`src/rtl/pb_adc_capture.sv`:
```
// pb_adc_capture: I2S receiver for the codec ADC path with a first-word-fall-through FIFO.
// The codec is the bit-clock and LR-clock master. Its signals are synchronised into CLK.
// Samples are deserialised MSB first and buffered for the PicoBlaze port logic or the RAM writer.
//
// Optional build macro PB_ADC_CAPTURE_STEREO_EN:
//   defined   - both channels are captured; each FIFO entry is {left, right}, 2*SAMPLE_W bits.
//   undefined - only the left channel is captured; each FIFO entry is SAMPLE_W bits.
//
// Ports:
//   CLK, pb_reset            system clock and asynchronous active-high reset
//   aud_bclk, aud_adclrck    codec bit clock and LR clock (asynchronous; lrck low = left)
//   aud_adcdat               codec serial data
//   enable                   capture enable (level)
//   pop                      single-cycle FIFO read acknowledge
//   clr_ovf                  clears the sticky overflow and frame_err flags
//   fifo_dout                head-of-FIFO sample
//   fifo_empty, fifo_full    FIFO status
//   fifo_count               number of stored entries
//   overflow                 sticky: a sample was dropped because the FIFO was full
//   frame_err                sticky: a short frame was detected
module pb_adc_capture #(
  parameter int unsigned SAMPLE_W = 16,
  parameter int unsigned FIFO_AW  = 4
) (
  input  logic                 CLK,
  input  logic                 pb_reset,
  input  logic                 aud_bclk,
  input  logic                 aud_adclrck,
  input  logic                 aud_adcdat,
  input  logic                 enable,
  input  logic                 pop,
  input  logic                 clr_ovf,
`ifdef PB_ADC_CAPTURE_STEREO_EN
  output logic [2*SAMPLE_W-1:0] fifo_dout,
`else
  output logic [SAMPLE_W-1:0]   fifo_dout,
`endif
  output logic                 fifo_empty,
  output logic                 fifo_full,
  output logic [FIFO_AW:0]     fifo_count,
  output logic                 overflow,
  output logic                 frame_err
);

`ifdef PB_ADC_CAPTURE_STEREO_EN
  localparam int unsigned FW = 2 * SAMPLE_W;
`else
  localparam int unsigned FW = SAMPLE_W;
`endif
  localparam int unsigned DEPTH = 2 ** FIFO_AW;
  localparam int unsigned BC_W  = $clog2(SAMPLE_W);
  localparam int unsigned PW    = FIFO_AW + 1;

  typedef enum logic [1:0] {S_IDLE, S_SHIFT, S_WAIT} state_t;

  // Input synchronisers; the third bclk flop provides the edge detect
  logic bclk_s1, bclk_s2, bclk_s3;
  logic lrck_s1, lrck_s2, dat_s1, dat_s2;
  logic lrck_prev;

  always_ff @(posedge CLK or posedge pb_reset) begin
    if (pb_reset) begin
      bclk_s1 <= 1'b0; bclk_s2 <= 1'b0; bclk_s3 <= 1'b0;
      lrck_s1 <= 1'b0; lrck_s2 <= 1'b0;
      dat_s1  <= 1'b0; dat_s2  <= 1'b0;
    end else begin
      bclk_s1 <= aud_bclk;    bclk_s2 <= bclk_s1; bclk_s3 <= bclk_s2;
      lrck_s1 <= aud_adclrck; lrck_s2 <= lrck_s1;
      dat_s1  <= aud_adcdat;  dat_s2  <= dat_s1;
    end
  end

  logic bclk_rise_c, slot_c;
  assign bclk_rise_c = bclk_s2 & ~bclk_s3;
  // An LR change seen on a bit-clock rise is the I2S one-bit delay slot
  assign slot_c      = bclk_rise_c & (lrck_s2 ^ lrck_prev);

  state_t              state_q, state_d;
  logic [BC_W-1:0]     bit_cnt_q, bit_cnt_d;
  logic [SAMPLE_W-1:0] shreg_q, shreg_d, shifted_c;
  logic                push_q, push_d;
  logic                ferr_set_c;
`ifdef PB_ADC_CAPTURE_STEREO_EN
  logic                chan_q, chan_d;
  logic                have_left_q, have_left_d;
  logic [SAMPLE_W-1:0] left_q, left_d;
`endif

  assign shifted_c = {shreg_q[SAMPLE_W-2:0], dat_s2};

  // Protocol state register
  always_ff @(posedge CLK or posedge pb_reset) begin
    if (pb_reset) begin
      state_q     <= S_IDLE;
      bit_cnt_q   <= '0;
      shreg_q     <= '0;
      push_q      <= 1'b0;
      lrck_prev   <= 1'b0;
`ifdef PB_ADC_CAPTURE_STEREO_EN
      chan_q      <= 1'b0;
      have_left_q <= 1'b0;
      left_q      <= '0;
`endif
    end else begin
      state_q     <= state_d;
      bit_cnt_q   <= bit_cnt_d;
      shreg_q     <= shreg_d;
      push_q      <= push_d;
      if (bclk_rise_c) lrck_prev <= lrck_s2;
`ifdef PB_ADC_CAPTURE_STEREO_EN
      chan_q      <= chan_d;
      have_left_q <= have_left_d;
      left_q      <= left_d;
`endif
    end
  end

  // Next-state: frame alignment, deserialisation and push strobe
  always_comb begin
    state_d     = state_q;
    bit_cnt_d   = bit_cnt_q;
    shreg_d     = shreg_q;
    push_d      = 1'b0;
    ferr_set_c  = 1'b0;
`ifdef PB_ADC_CAPTURE_STEREO_EN
    chan_d      = chan_q;
    have_left_d = have_left_q;
    left_d      = left_q;
`endif
    if (!enable) begin
      state_d   = S_IDLE;
      bit_cnt_d = '0;
`ifdef PB_ADC_CAPTURE_STEREO_EN
      have_left_d = 1'b0;
`endif
    end else begin
      case (state_q)
        S_IDLE: begin
          if (slot_c && !lrck_s2) begin
            state_d   = S_SHIFT;
            bit_cnt_d = '0;
`ifdef PB_ADC_CAPTURE_STEREO_EN
            chan_d      = 1'b0;
            have_left_d = 1'b0;
`endif
          end
        end
        S_SHIFT: begin
          if (slot_c) begin
            // Short frame: drop the partial word and treat the edge as a fresh delay slot
            ferr_set_c = 1'b1;
            bit_cnt_d  = '0;
            state_d    = lrck_s2 ? S_WAIT : S_SHIFT;
`ifdef PB_ADC_CAPTURE_STEREO_EN
            chan_d      = 1'b0;
            have_left_d = 1'b0;
`endif
          end else if (bclk_rise_c) begin
            shreg_d   = shifted_c;
            bit_cnt_d = bit_cnt_q + BC_W'(1);
            if (bit_cnt_q == BC_W'(SAMPLE_W - 1)) begin
              state_d = S_WAIT;
`ifdef PB_ADC_CAPTURE_STEREO_EN
              if (!chan_q) begin
                left_d      = shifted_c;
                have_left_d = 1'b1;
              end else begin
                push_d      = 1'b1;
                have_left_d = 1'b0;
              end
`else
              push_d = 1'b1;
`endif
            end
          end
        end
        S_WAIT: begin
          if (slot_c) begin
            if (!lrck_s2) begin
              state_d   = S_SHIFT;
              bit_cnt_d = '0;
`ifdef PB_ADC_CAPTURE_STEREO_EN
              chan_d      = 1'b0;
              have_left_d = 1'b0;
`endif
            end else begin
`ifdef PB_ADC_CAPTURE_STEREO_EN
              // Right word is kept only when a complete left word precedes it
              if (have_left_q) begin
                state_d   = S_SHIFT;
                bit_cnt_d = '0;
                chan_d    = 1'b1;
              end else begin
                ferr_set_c = 1'b1;
              end
`endif
            end
          end
        end
        default: state_d = S_IDLE;
      endcase
    end
  end

  // FIFO
  logic [FW-1:0]      mem [DEPTH];
  logic [PW-1:0]      wr_ptr_q, rd_ptr_q, wr_ptr_d, rd_ptr_d;
  logic [FW-1:0]      wdata_c, dout_d;
  logic               pop_ok_c, push_ok_c, ovf_set_c;
  logic [FIFO_AW-1:0] rd_idx_d;

`ifdef PB_ADC_CAPTURE_STEREO_EN
  assign wdata_c = {left_q, shreg_q};
`else
  assign wdata_c = shreg_q;
`endif

  assign pop_ok_c  = pop & ~fifo_empty;
  // A full FIFO still accepts a push when the same cycle frees a slot
  assign push_ok_c = push_q & (~fifo_full | pop_ok_c);
  assign ovf_set_c = push_q & ~push_ok_c;
  assign wr_ptr_d  = wr_ptr_q + PW'(push_ok_c);
  assign rd_ptr_d  = rd_ptr_q + PW'(pop_ok_c);
  assign rd_idx_d  = rd_ptr_d[FIFO_AW-1:0];
  // Bypass the write when the new head is the entry being written this cycle
  assign dout_d    = (push_ok_c && (wr_ptr_q[FIFO_AW-1:0] == rd_idx_d)) ? wdata_c : mem[rd_idx_d];

  always_ff @(posedge CLK) begin
    if (push_ok_c) mem[wr_ptr_q[FIFO_AW-1:0]] <= wdata_c;
  end

  always_ff @(posedge CLK or posedge pb_reset) begin
    if (pb_reset) begin
      wr_ptr_q   <= '0;
      rd_ptr_q   <= '0;
      fifo_dout  <= '0;
      fifo_empty <= 1'b1;
      fifo_full  <= 1'b0;
      fifo_count <= '0;
      overflow   <= 1'b0;
      frame_err  <= 1'b0;
    end else begin
      wr_ptr_q   <= wr_ptr_d;
      rd_ptr_q   <= rd_ptr_d;
      if (push_ok_c || pop_ok_c) fifo_dout <= dout_d;
      fifo_empty <= (wr_ptr_d == rd_ptr_d);
      fifo_full  <= ((wr_ptr_d ^ rd_ptr_d) == {1'b1, {FIFO_AW{1'b0}}});
      fifo_count <= wr_ptr_d - rd_ptr_d;
      // Set events take priority over clr_ovf
      if (ovf_set_c)       overflow <= 1'b1;
      else if (clr_ovf)    overflow <= 1'b0;
      if (ferr_set_c)      frame_err <= 1'b1;
      else if (clr_ovf)    frame_err <= 1'b0;
    end
  end

endmodule

```
`config.mk`:
```
export PLATFORM = sky130hd
export DESIGN_NAME = pb_adc_capture
export DESIGN_NICKNAME = d
export VERILOG_FILES = /design/src/rtl/pb_adc_capture.sv
export SDC_FILE = /design/constraint.sdc
export NUM_CORES = 1
export LEC_CHECK = 0
export CORE_MARGIN = 8
export CORE_UTILIZATION = 35
export CTS_CLUSTER_DIAMETER = 150
export DETAILED_ROUTE_END_ITERATION = 6
export PLACE_DENSITY = 0.61
export SYNTH_ARGS = -nofsm -noshare
export SYNTH_HDL_FRONTEND = slang
export SYNTH_SLANG_ARGS = --single-unit
```
`constraint.sdc`:
```
create_clock -name CLK -period 4.1 [get_ports CLK]
set_clock_uncertainty 0.15 [all_clocks]
set_input_delay 0.615 -clock CLK [delete_from_list [all_inputs] [get_ports CLK]]
set_output_delay 0.615 -clock CLK [all_outputs]
set_load 0.01 [all_outputs]
```
==> results.json, run 1 <==
{
  "status": "completed",
  "critPathLaunchType": "flop",
  "antennaDiodeCount": 0,
  "synth.top_cell.area_share_pct": 60.67,
  "start_util_pct": 35.54,
  "critical-path-max-stage-delay_ns": 0.53,
  "fin_nets": 722,
  "synth_seq_area_share_pct": 73.71,
  "ys_warn_count": 0,
  "final_common_cell": "edfxtp_1",
  "min_from": "lrck_s1",
  "drcViolationCount": 0,
  "synth_compound_area_share_pct": 2.567,
  "clk_path_buf_depth": 3,
  "ios": 33,
  "synthAdderAreaFrac_pct": 1.086,
  "clock_latency_ns": 0.52,
  "power_density_nw_per_um2": 683.2,
  "cts_buffers": 34,
  "vias_per_cell": 5.095,
  "crit_slowest_cell": "dfstp_2",
  "grt_max_degree": 47,
  "fill_cells": 3045,
  "drv_slew": 0,
  "synth_xor_area_share_pct": 1.432,
  "yosys.area.top_type": "edfxtp_1",
  "areaGrowthSynthToFinish_pct": 18.12,
  "cts_tree": "done",
  "clock_sinks": 322,
  "min_to": "lrck_s2",
  "first_iter_violations": 431,
  "worstMarginPinSlew_ns": 1.117,
  "cp_top_family": "multiplexers",
  "grt_pass1_vias": 6291,
  "critPathMaxFanout": 46,
  "ir_drop_uv": 444.5,
  "antenna_found_initial": 1,
  "synth_top_family_by_area": "multiplexers",
  "globalRouteTotalUtil_pct": 13.02,
  "finalInstanceArea_sq_um": 14970,
  "totalWireLength_mm": 26.95,
  "yosys-top-cells-area": "edfxtp_1 (61%), dfrtp_1 (13%), mux4_2 (11%)",
  "firstDrtPassIters": 5,
  "mostFrequentLayoutCells": "edfxtp_1 (256), dfrtp_1 (65), mux4_2 (64)",
  "rsz0062_at_grt": "false",
  "critical_path_depth": 9,
  "busiest_layer": "met2",
  "clk_pin_slew_ns": 0.06,
  "die_area_sq_um": 42550,
  "synth_area_sq_um": 12670,
  "hold_class": "flop to flop",
  "die_y_microns": 206.3,
  "min_path_cells": 0,
  "cts-resized-gates": 0,
  "rows": 69,
  "worstPathCellList": "nand2b_1 > inv_1 > ha_4 > ha_4 > buf_12 > mux4_2 > mux2i_1 > mux2i_1 > a221o_1",
  "syn-mean-instance-area_sq_um": 20.02,
  "root_buffer": "clkbuf_16",
  "fin_setup_tns_ns": 0,
  "ys_seq_elements": 322,
  "r2r_start": "fifo_empty",
  "post-cts-setup-buffer-count": 0,
  "rrSetupSlack_ns": 0.96,
  "worst_ep_required_time_ns": 4.33,
  "coreArea_sq_um": 35660,
  "ys_types": 46,
  "crit_buf_inv": 2,
  "p_total_mw": 10.22,
  "synth_edf_count": 256,
  "synth_cells": 633,
  "fp.dieW_microns": 206.3,
  "via_count": 6058,
  "postCtsHoldBufs": 0,
  "wl_per_cell_microns": 22.67,
  "grt-ovfl-total": 0,
  "drive_gt1_share_pct": 25.27,
  "ys_async_sr_fraction_pct": 20.50,
  "grt_pass1_wl_mm": 40.75,
  "drv_cap": 0,
  "fin_crit_sh_pct": 76.65,
  "synth_fp_nets": 652,
  "dp_hpwl_mm": 15.10,
  "cp.arrival_ns": 3.37,
  "r2r_end": "fifo_dout[6]",
  "grt_use_met1_pct": 16.04,
  "worstRegToRegCells": 9,
  "end_kind": "flop",
  "hold_violations": 0,
  "relSlewSlack_pct": 25.55,
  "grtUsageMet2_pct": 23.24,
  "synth-main-ff-cell": "edfxtp_1",
  "grt.met3_usage_pct": 2.241,
  "fmax_ghz": 0.3182,
  "portBuffers": 32,
  "h-tree-depth": 2,
  "synthSimpleGateAreaFrac_pct": 3.219,
  "synth_mux_area_share_pct": 16.59,
  "worstSetupPathType": "flop to flop",
  "finalSetupViolCount": 0,
  "place_congestion": 0.7324,
  "ant_nets": 0,
  "p_leak_nw": 5.347,
  "period_needed_ns": 3.143,
  "dpl_cell_area_sq_um": 13830
}
-- synth_stat cells (2+ instances only) --
cell      number
edfxtp_1     256
xor2_1         5
and2_1        16
nand3_1        8
nor2b_1        2
mux4_2        64
mux2_2        16
buf_2         15
o21ai_0        6
and3_1         4
dfrtp_1       65
inv_1         14
a32o_1         2
xnor2_1        8
nand2b_1       7
nand3b_1       3
ha_1          11
a21oi_1        5
mux2i_1       48
nor2_1        15
a221o_1       16
nand4_1        2
nor3_1         5
clkbuf_1      12
nand2_1        7
-- how the worst max path moves through the flow --
stage                     to  startpoint
2_1_floorplan      mem[0][0]         pop
3_5_place_dp    fifo_dout[6]         pop
4_1_cts         fifo_dout[6]  fifo_empty
3_3_place_gp   fifo_dout[15]         pop
5_1_grt        fifo_dout[15]  fifo_empty
6_report        fifo_dout[6]  fifo_empty
-- cell type report --
type                       instances  area, sq um  share of cell area, %
clock buffer                      44        908.4                  6.069
sequential                       322         9340                  62.41
timing repair buffer              62        620.6                  4.146
tap                              461        576.8                  3.854
clock inverter                    17        226.5                  1.513
inverter                          14        53.80                 0.3595
multi-input combinational        269         3241                  21.65
-- routing by layer --
metal  vias to the layer above  part of all wire, %
met5                         -                    0
met4                         0                  2.1
met3                        41                  4.6
met2                       152                   52
met1                      3186                   41
li1                       2679                    -
-- cell families after synthesis --
kind of cell,Yosys count
DFF,322
muxes,128
and+or+nand+nor,74
buffers and inverters,42
AOI/OAI and AO/OA,40
xor gates and xnor gates,16
adders and majority gates,11
-- through the flow --
step / cells / worst slack [ns] / hold WS (ns) / util, %
global placement: 1128 / 0.5106 / 0.1848 / 38.79
global route: 1189 / 0.7804 / 0.2064 / 41.98
finish: 1189 / 0.9575 / 0.1969 / 41.98
CTS: 1189 / 0.9479 / 0.1985 / 41.98
floorplan: 633 / 0.8937 / 0.1812 / -
detailed placement: 1128 / 0.5269 / 0.1855 / 38.79
-- state kept, by name, indices dropped and copies added, names as in the netlist, 2 cells and up --
name	flops
bit_cnt_q	4
fifo_count	5
fifo_dout	16
mem	256
rd_ptr_q	5
shreg_q	16
state_q	2
wr_ptr_q	5
-- where the power goes --
group / total (mW) / switching, mW / internal, mW / leakage, nW
Combinational: 3.33 / 1.52 / 1.82 / 1.57
Sequential: 3.79 / 0.142 / 3.64 / 3.23
Clock: 3.10 / 1.22 / 1.89 / 0.551
No activity file was read; power rests on OpenSTA's default activity.
==> inputs of run 2 (changes only) <==
--- a/config.mk
+++ b/config.mk
@@ -9,7 +9,7 @@
 export CORE_UTILIZATION = 35
 export CTS_CLUSTER_DIAMETER = 150
 export DETAILED_ROUTE_END_ITERATION = 6
-export PLACE_DENSITY = 0.61
+export PLACE_DENSITY = 0.63
 export SYNTH_ARGS = -nofsm -noshare
 export SYNTH_HDL_FRONTEND = slang
 export SYNTH_SLANG_ARGS = --single-unit
==> constraint.sdc (replaced) <==
create_clock -name CLK -period 2.8 [get_ports CLK]
set_clock_uncertainty 0.15 [all_clocks]
set_input_delay 0.42 -clock CLK [delete_from_list [all_inputs] [get_ports CLK]]
set_output_delay 0.42 -clock CLK [all_outputs]
set_load 0.01 [all_outputs]
==> run 2 against run 1 <==
Compared with the run above: register-to-register slack worse by 0.96 ns; final area is 6.2% higher; setup slack worse by 0.96 ns; die area stayed put.
==> results.json, run 2 (same netlist as run 1, synthesis figures left out) <==
{
  "final_cells": 1254,
  "die_y_microns": 206.3,
  "r2r_start": "fifo_empty",
  "antenna_found_initial": 0,
  "coreArea_sq_um": 35660,
  "fill_cells": 2994,
  "status": "completed",
  "drcViolationCount": 0,
  "worstSetupPathType": "flop to flop",
  "totalWireLength_mm": 27.33,
  "portBuffers": 32,
  "hold_class": "input pin to async pin",
  "crit_buf_inv": 3,
  "first_iter_violations": 378,
  "dp_hpwl_mm": 17.04,
  "cts_buffers": 35,
  "final_common_cell": "edfxtp_1",
  "cp.arrival_ns": 3.04,
  "drv_cap": 0,
  "cts_tree": "done",
  "rows": 69,
  "grt_pass1_vias": 6787,
  "utilization_pct": 44.58,
  "critPathLaunchType": "flop",
  "wl_met1_mm": 12.22,
  "root_buffer": "clkbuf_16",
  "start_util_pct": 35.54,
  "vias_per_cell": 5.105,
  "cp_top_family": "multiplexers",
  "p_leak_nw": 5.799,
  "globalRouteTotalUtil_pct": 13.05,
  "p_total_mw": 16.78,
  "fp.dieW_microns": 206.3,
  "grt_max_degree": 28,
  "dp.cells": 1177,
  "ir_drop_uv": 667.6,
  "worstPathCellList": "nand2b_4 > inv_4 > ha_4 > buf_12 > buf_6 > mux4_2 > mux2i_2 > mux2i_1 > a221o_1",
  "die_area_sq_um": 42550,
  "ff_latch_area_sq_um": 9340,
  "antennaDiodeCount": 0,
  "postCtsHoldBufs": 0,
  "multi_input_area_sq_um": 3304,
  "crit_slowest_cell": "dfstp_2",
  "h-tree-depth": 2,
  "largest_reg_flops": 256,
  "fmax_ghz": 0.3573,
  "clock_latency_ns": 0.51,
  "rrSetupSlack_ns": 0.002,
  "rsz0062_at_grt": "true",
  "route.met2.wl_mm": 13.47,
  "fin_nets": 786,
  "drv_slew": 0,
  "critical-path-max-stage-delay_ns": 0.52,
  "finalSetupViolCount": 0,
  "period_needed_ns": 2.798,
  "highest_layer": "met4",
  "worst_ep_required_time_ns": 3.04,
  "grt_pass1_wl_mm": 41.85,
  "clock_sinks": 322,
  "worstMarginPinSlew_ns": 0.6119,
  "relSlewSlack_pct": 58.77,
  "fin_crit_sh_pct": 99.95,
  "power_density_nw_per_um2": 1056,
  "hold_violations": 0,
  "end_kind": "flop",
  "via_count": 6402,
  "clk_path_buf_depth": 3,
  "place_congestion": 0.7185,
  "ios": 33,
  "grt-ovfl-total": 0,
  "firstDrtPassIters": 5,
  "mostFrequentLayoutCells": "edfxtp_1 (256), dfrtp_1 (65), mux4_2 (64)",
  "worstRegToRegCells": 9,
  "ant_nets": 0,
  "clk_pin_slew_ns": 0.07,
  "wl_per_cell_microns": 21.80,
  "drive_gt1_share_pct": 33.54,
  "areaGrowthSynthToFinish_pct": 25.44,
  "critPathMaxFanout": 7,
  "r2r_end": "fifo_dout[6]",
  "dr_wl_met3_mm": 1.269
}
-- run 2: cell types whose count changed in the layout (fill, tap and decap cells not counted), moves of 3 or more --
cell / change
buf_12: +16
buf_4: +35
buf_6: +7
clkbuf_16: +4
clkinv_2: +3
mux2i_1: -8
mux2i_2: +8
-- run 2: per-stage QoR --
stage / worst slack, ns / TNS [ns] / hold slack (ns) / cell area, sq um
floorplan: -0.01954 / -0.01954 / 0.1812 / 12750
global placement: -0.4044 / -14.06 / 0.1832 / 14410
detailed placement: -0.4006 / -13.99 / 0.1864 / 14410
CTS: 0.01050 / 0 / 0.1037 / 15720
global route: -0.07653 / -0.6660 / 0.1441 / 15890
finish: 0.001522 / 0 / 0.09750 / 15890
-- run 2: what timing repair did --
item | in CTS | in global routing
setup buffers | 7 | 3
cloned | 1 | 3
gates resized for setup | 6 | 17
pin swaps | 3 | 10
endpoints found under the setup margin | 11 | 13
-- run 2: how the worst max path moves through the flow --
stage | slack (ns) | from | end | cells past startpoint
after floorplan | -0.02 | fifo_empty | fifo_count[4] | 12
after global placement | -0.40 | pop | fifo_dout[5] | 10
after detailed placement | -0.40 | pop | fifo_dout[6] | 10
after CTS | 0.01 | fifo_empty | fifo_dout[6] | 9
after global routing | -0.08 | fifo_empty | fifo_dout[6] | 9
final | 0.002 | fifo_empty | fifo_dout[6] | 9
-- run 2: metal layers --
layer	track usage (%)	vias up
met5	0	-
met4	3.161	0
met3	2.414	35
met2	21.79	152
met1	17.50	3384
li1	-	2831
-- run 2: area by class of cell --
class / instances / area share (%)
Sequential cell: 322 / 58.77
Timing Repair Buffer: 125 / 8.809
Clock inverter: 18 / 1.653
Inverter: 14 / 0.3542
Multi-Input combinational cell: 269 / 20.79
Tap cell: 461 / 3.629
Clock buffer: 45 / 5.999
-- run 2: where the power goes --
part | leakage (nW) | internal (mW) | switching (mW) | total [mW]
Combinational | 1.97 | 3.79 | 2.69 | 6.48
Clock | 0.596 | 2.97 | 1.81 | 4.79
Sequential | 3.23 | 5.33 | 0.173 | 5.51
Total | 5.80 | 12.1 | 4.68 | 16.8
==> inputs of run 3 (changes only) <==
--- a/config.mk
+++ b/config.mk
@@ -6,10 +6,11 @@
 export NUM_CORES = 1
 export LEC_CHECK = 0
 export CORE_MARGIN = 8
-export CORE_UTILIZATION = 35
+export CORE_UTILIZATION = 55
 export CTS_CLUSTER_DIAMETER = 150
 export DETAILED_ROUTE_END_ITERATION = 6
-export PLACE_DENSITY = 0.63
+export PLACE_DENSITY = 0.86
+export RECOVER_POWER = 100
 export SYNTH_ARGS = -nofsm -noshare
 export SYNTH_HDL_FRONTEND = slang
 export SYNTH_SLANG_ARGS = --single-unit
==> run 3 against run 2 <==
Compared with the run above: the flow now finishes with violations (capacitance limit, slew limit); final cell count decreased by 16%; sequential power about the same; hold slack improved by 0.11 ns; final area decreased by 5.6%; die area decreased by 34%; setup slack improved by 0.051 ns; register-to-register slack improved by 0.05 ns; power decreased by 6.9%; critical path type unchanged; highest routed layer unchanged.
==> results.json, run 3 (same netlist as run 1, synthesis figures left out) <==
{
  "die_y_microns": 167.8,
  "fp.dieW_microns": 167.8,
  "critPathMaxFanout": 16,
  "antenna_found_initial": 0,
  "clk_pin_slew_ns": 0.07,
  "crit_slowest_cell": "or3b_2",
  "worst_ep_required_time_ns": 2.84,
  "start_util_pct": 55.97,
  "ant_nets": 0,
  "power_density_nw_per_um2": 1042,
  "grt_pass1_vias": 7110,
  "first_iter_violations": 715,
  "cp.arrival_ns": 2.79,
  "dpl_cell_area_sq_um": 14020,
  "worstPathCellList": "nand2b_4 > buf_4 > a21oi_1 > clkbuf_1 > or3b_2 > nor3_1 > clkbuf_4",
  "place_congestion": 0.8135,
  "grt-ovfl-total": 0,
  "fin_ws_ns": 0.05221,
  "worstSetupPathType": "flop to flop",
  "grt_max_degree": 67,
  "violations": "capacitance limit, slew limit",
  "relSlewSlack_pct": -20.84,
  "finalInstanceArea_sq_um": 15000,
  "period_needed_ns": 2.748,
  "firstDrtPassIters": 5,
  "antennaDiodeCount": 0,
  "final_common_cell": "edfxtp_1",
  "areaGrowthSynthToFinish_pct": 18.40,
  "die_area_sq_um": 28150,
  "final_cells": 1059,
  "critical-path-max-stage-delay_ns": 0.52,
  "fin_nets": 769,
  "wl_per_cell_microns": 27.41,
  "worstMarginPinSlew_ns": 1.813,
  "status": "finished, violations left",
  "dp.cells": 988,
  "globalRouteTotalUtil_pct": 20.64,
  "end_kind": "flop",
  "clk_path_buf_depth": 3,
  "fmax_ghz": 0.3639,
  "coreArea_sq_um": 22640,
  "critPathLaunchType": "flop",
  "largest_reg_flops": 256,
  "cts_buffers": 30,
  "root_buffer": "clkbuf_16",
  "clock_latency_ns": 0.56,
  "drive_gt1_share_pct": 25.97,
  "ir_drop_uv": 576.0,
  "p_leak_nw": 5.501,
  "mostFrequentLayoutCells": "edfxtp_1 (256), dfrtp_1 (65), mux4_2 (64)",
  "fin_crit_sh_pct": 98.14,
  "clock_sinks": 322,
  "drcViolationCount": 0,
  "totalWireLength_mm": 29.02,
  "vias_per_cell": 6.382,
  "place_ws_ns": -0.3498,
  "rows": 55,
  "ios": 33,
  "p_total_mw": 15.62,
  "dp_hpwl_mm": 16.54,
  "finalSetupViolCount": 0,
  "drv_cap": 1,
  "rsz0062_at_grt": "false",
  "hold_violations": 0,
  "h-tree-depth": 1,
  "grt_pass1_wl_mm": 43.41,
  "postCtsHoldBufs": 0,
  "via_count": 6759,
  "hold_class": "flop to flop",
  "drv_slew": 67,
  "worstRegToRegCells": 7,
  "portBuffers": 32,
  "min_path_cells": 0,
  "cts_tree": "done"
}
-- run 3: critical path, delay by kind of cell, from the launching register on --
kind / cells / cell delay, ns
flops: 1 / 0.36
simple gates: 3 / 0.88
buf+inv: 3 / 0.80
compound gates: 1 / 0.19
-- run 3: repair_timing --
item                                    CTS  global route
gates resized for setup                   4             8
endpoints found under the setup margin    7            17
hold endpoints to repair                  0             0
cloned                                    2             1
buffers inserted                          9             5
pin swaps                                 3             4
-- run 3: layout make-up --
| class | count | area [sq um] |
|---|---|---|
| inverter | 14 | 52.55 |
| clock buffer | 39 | 794.5 |
| multi-input combinational | 269 | 3228 |
| sequential | 322 | 9340 |
| tap | 285 | 356.6 |
| clock inverter | 17 | 170.2 |
| fill | 1351 | 7639 |
| timing repair buffer | 113 | 1060 |
-- run 3: routing by layer --
metal	vias to the layer above	wire length [microns]	global-route usage [%]	part of all wire, %
met2	375	14530	34.88	50
met1	3497	10810	25.58	37
li1	2779	-	-	-
met4	0	1302	9.589	4.5
met3	108	2372	3.929	8.2
met5	-	0	0	0
-- run 3: through the flow --
step	util, %	hold WS (ns)	setup TNS [ns]
floorplan	-	0.1812	-0.01954
global placement	61.93	0.1832	-6.685
detailed placement	61.93	0.1998	-9.913
CTS	66.89	0.1308	0
global route	66.26	0.2097	0
finish	66.26	0.2054	0
-- run 3: where the power goes --
part	switching, mW	total (mW)	internal, mW
sequential	0.181	5.51	5.33
combinational	2.67	6.11	3.44
clock	1.72	4.00	2.28
total	4.57	15.6	11.1
-- run 3: final timing paths --
kind	to	slack, ns	start
min in group asynchronous	lrck_prev	0.81	pb_reset
setup reg to reg	mem[0][13]	0.05	fifo_empty
setup / recovery	mem[0][13]	0.05	fifo_empty
max in group asynchronous	fifo_dout[9]	0.60	pb_reset
hold reg to reg	bclk_s2	0.21	bclk_s1
hold / removal	bclk_s2	0.21	bclk_s1
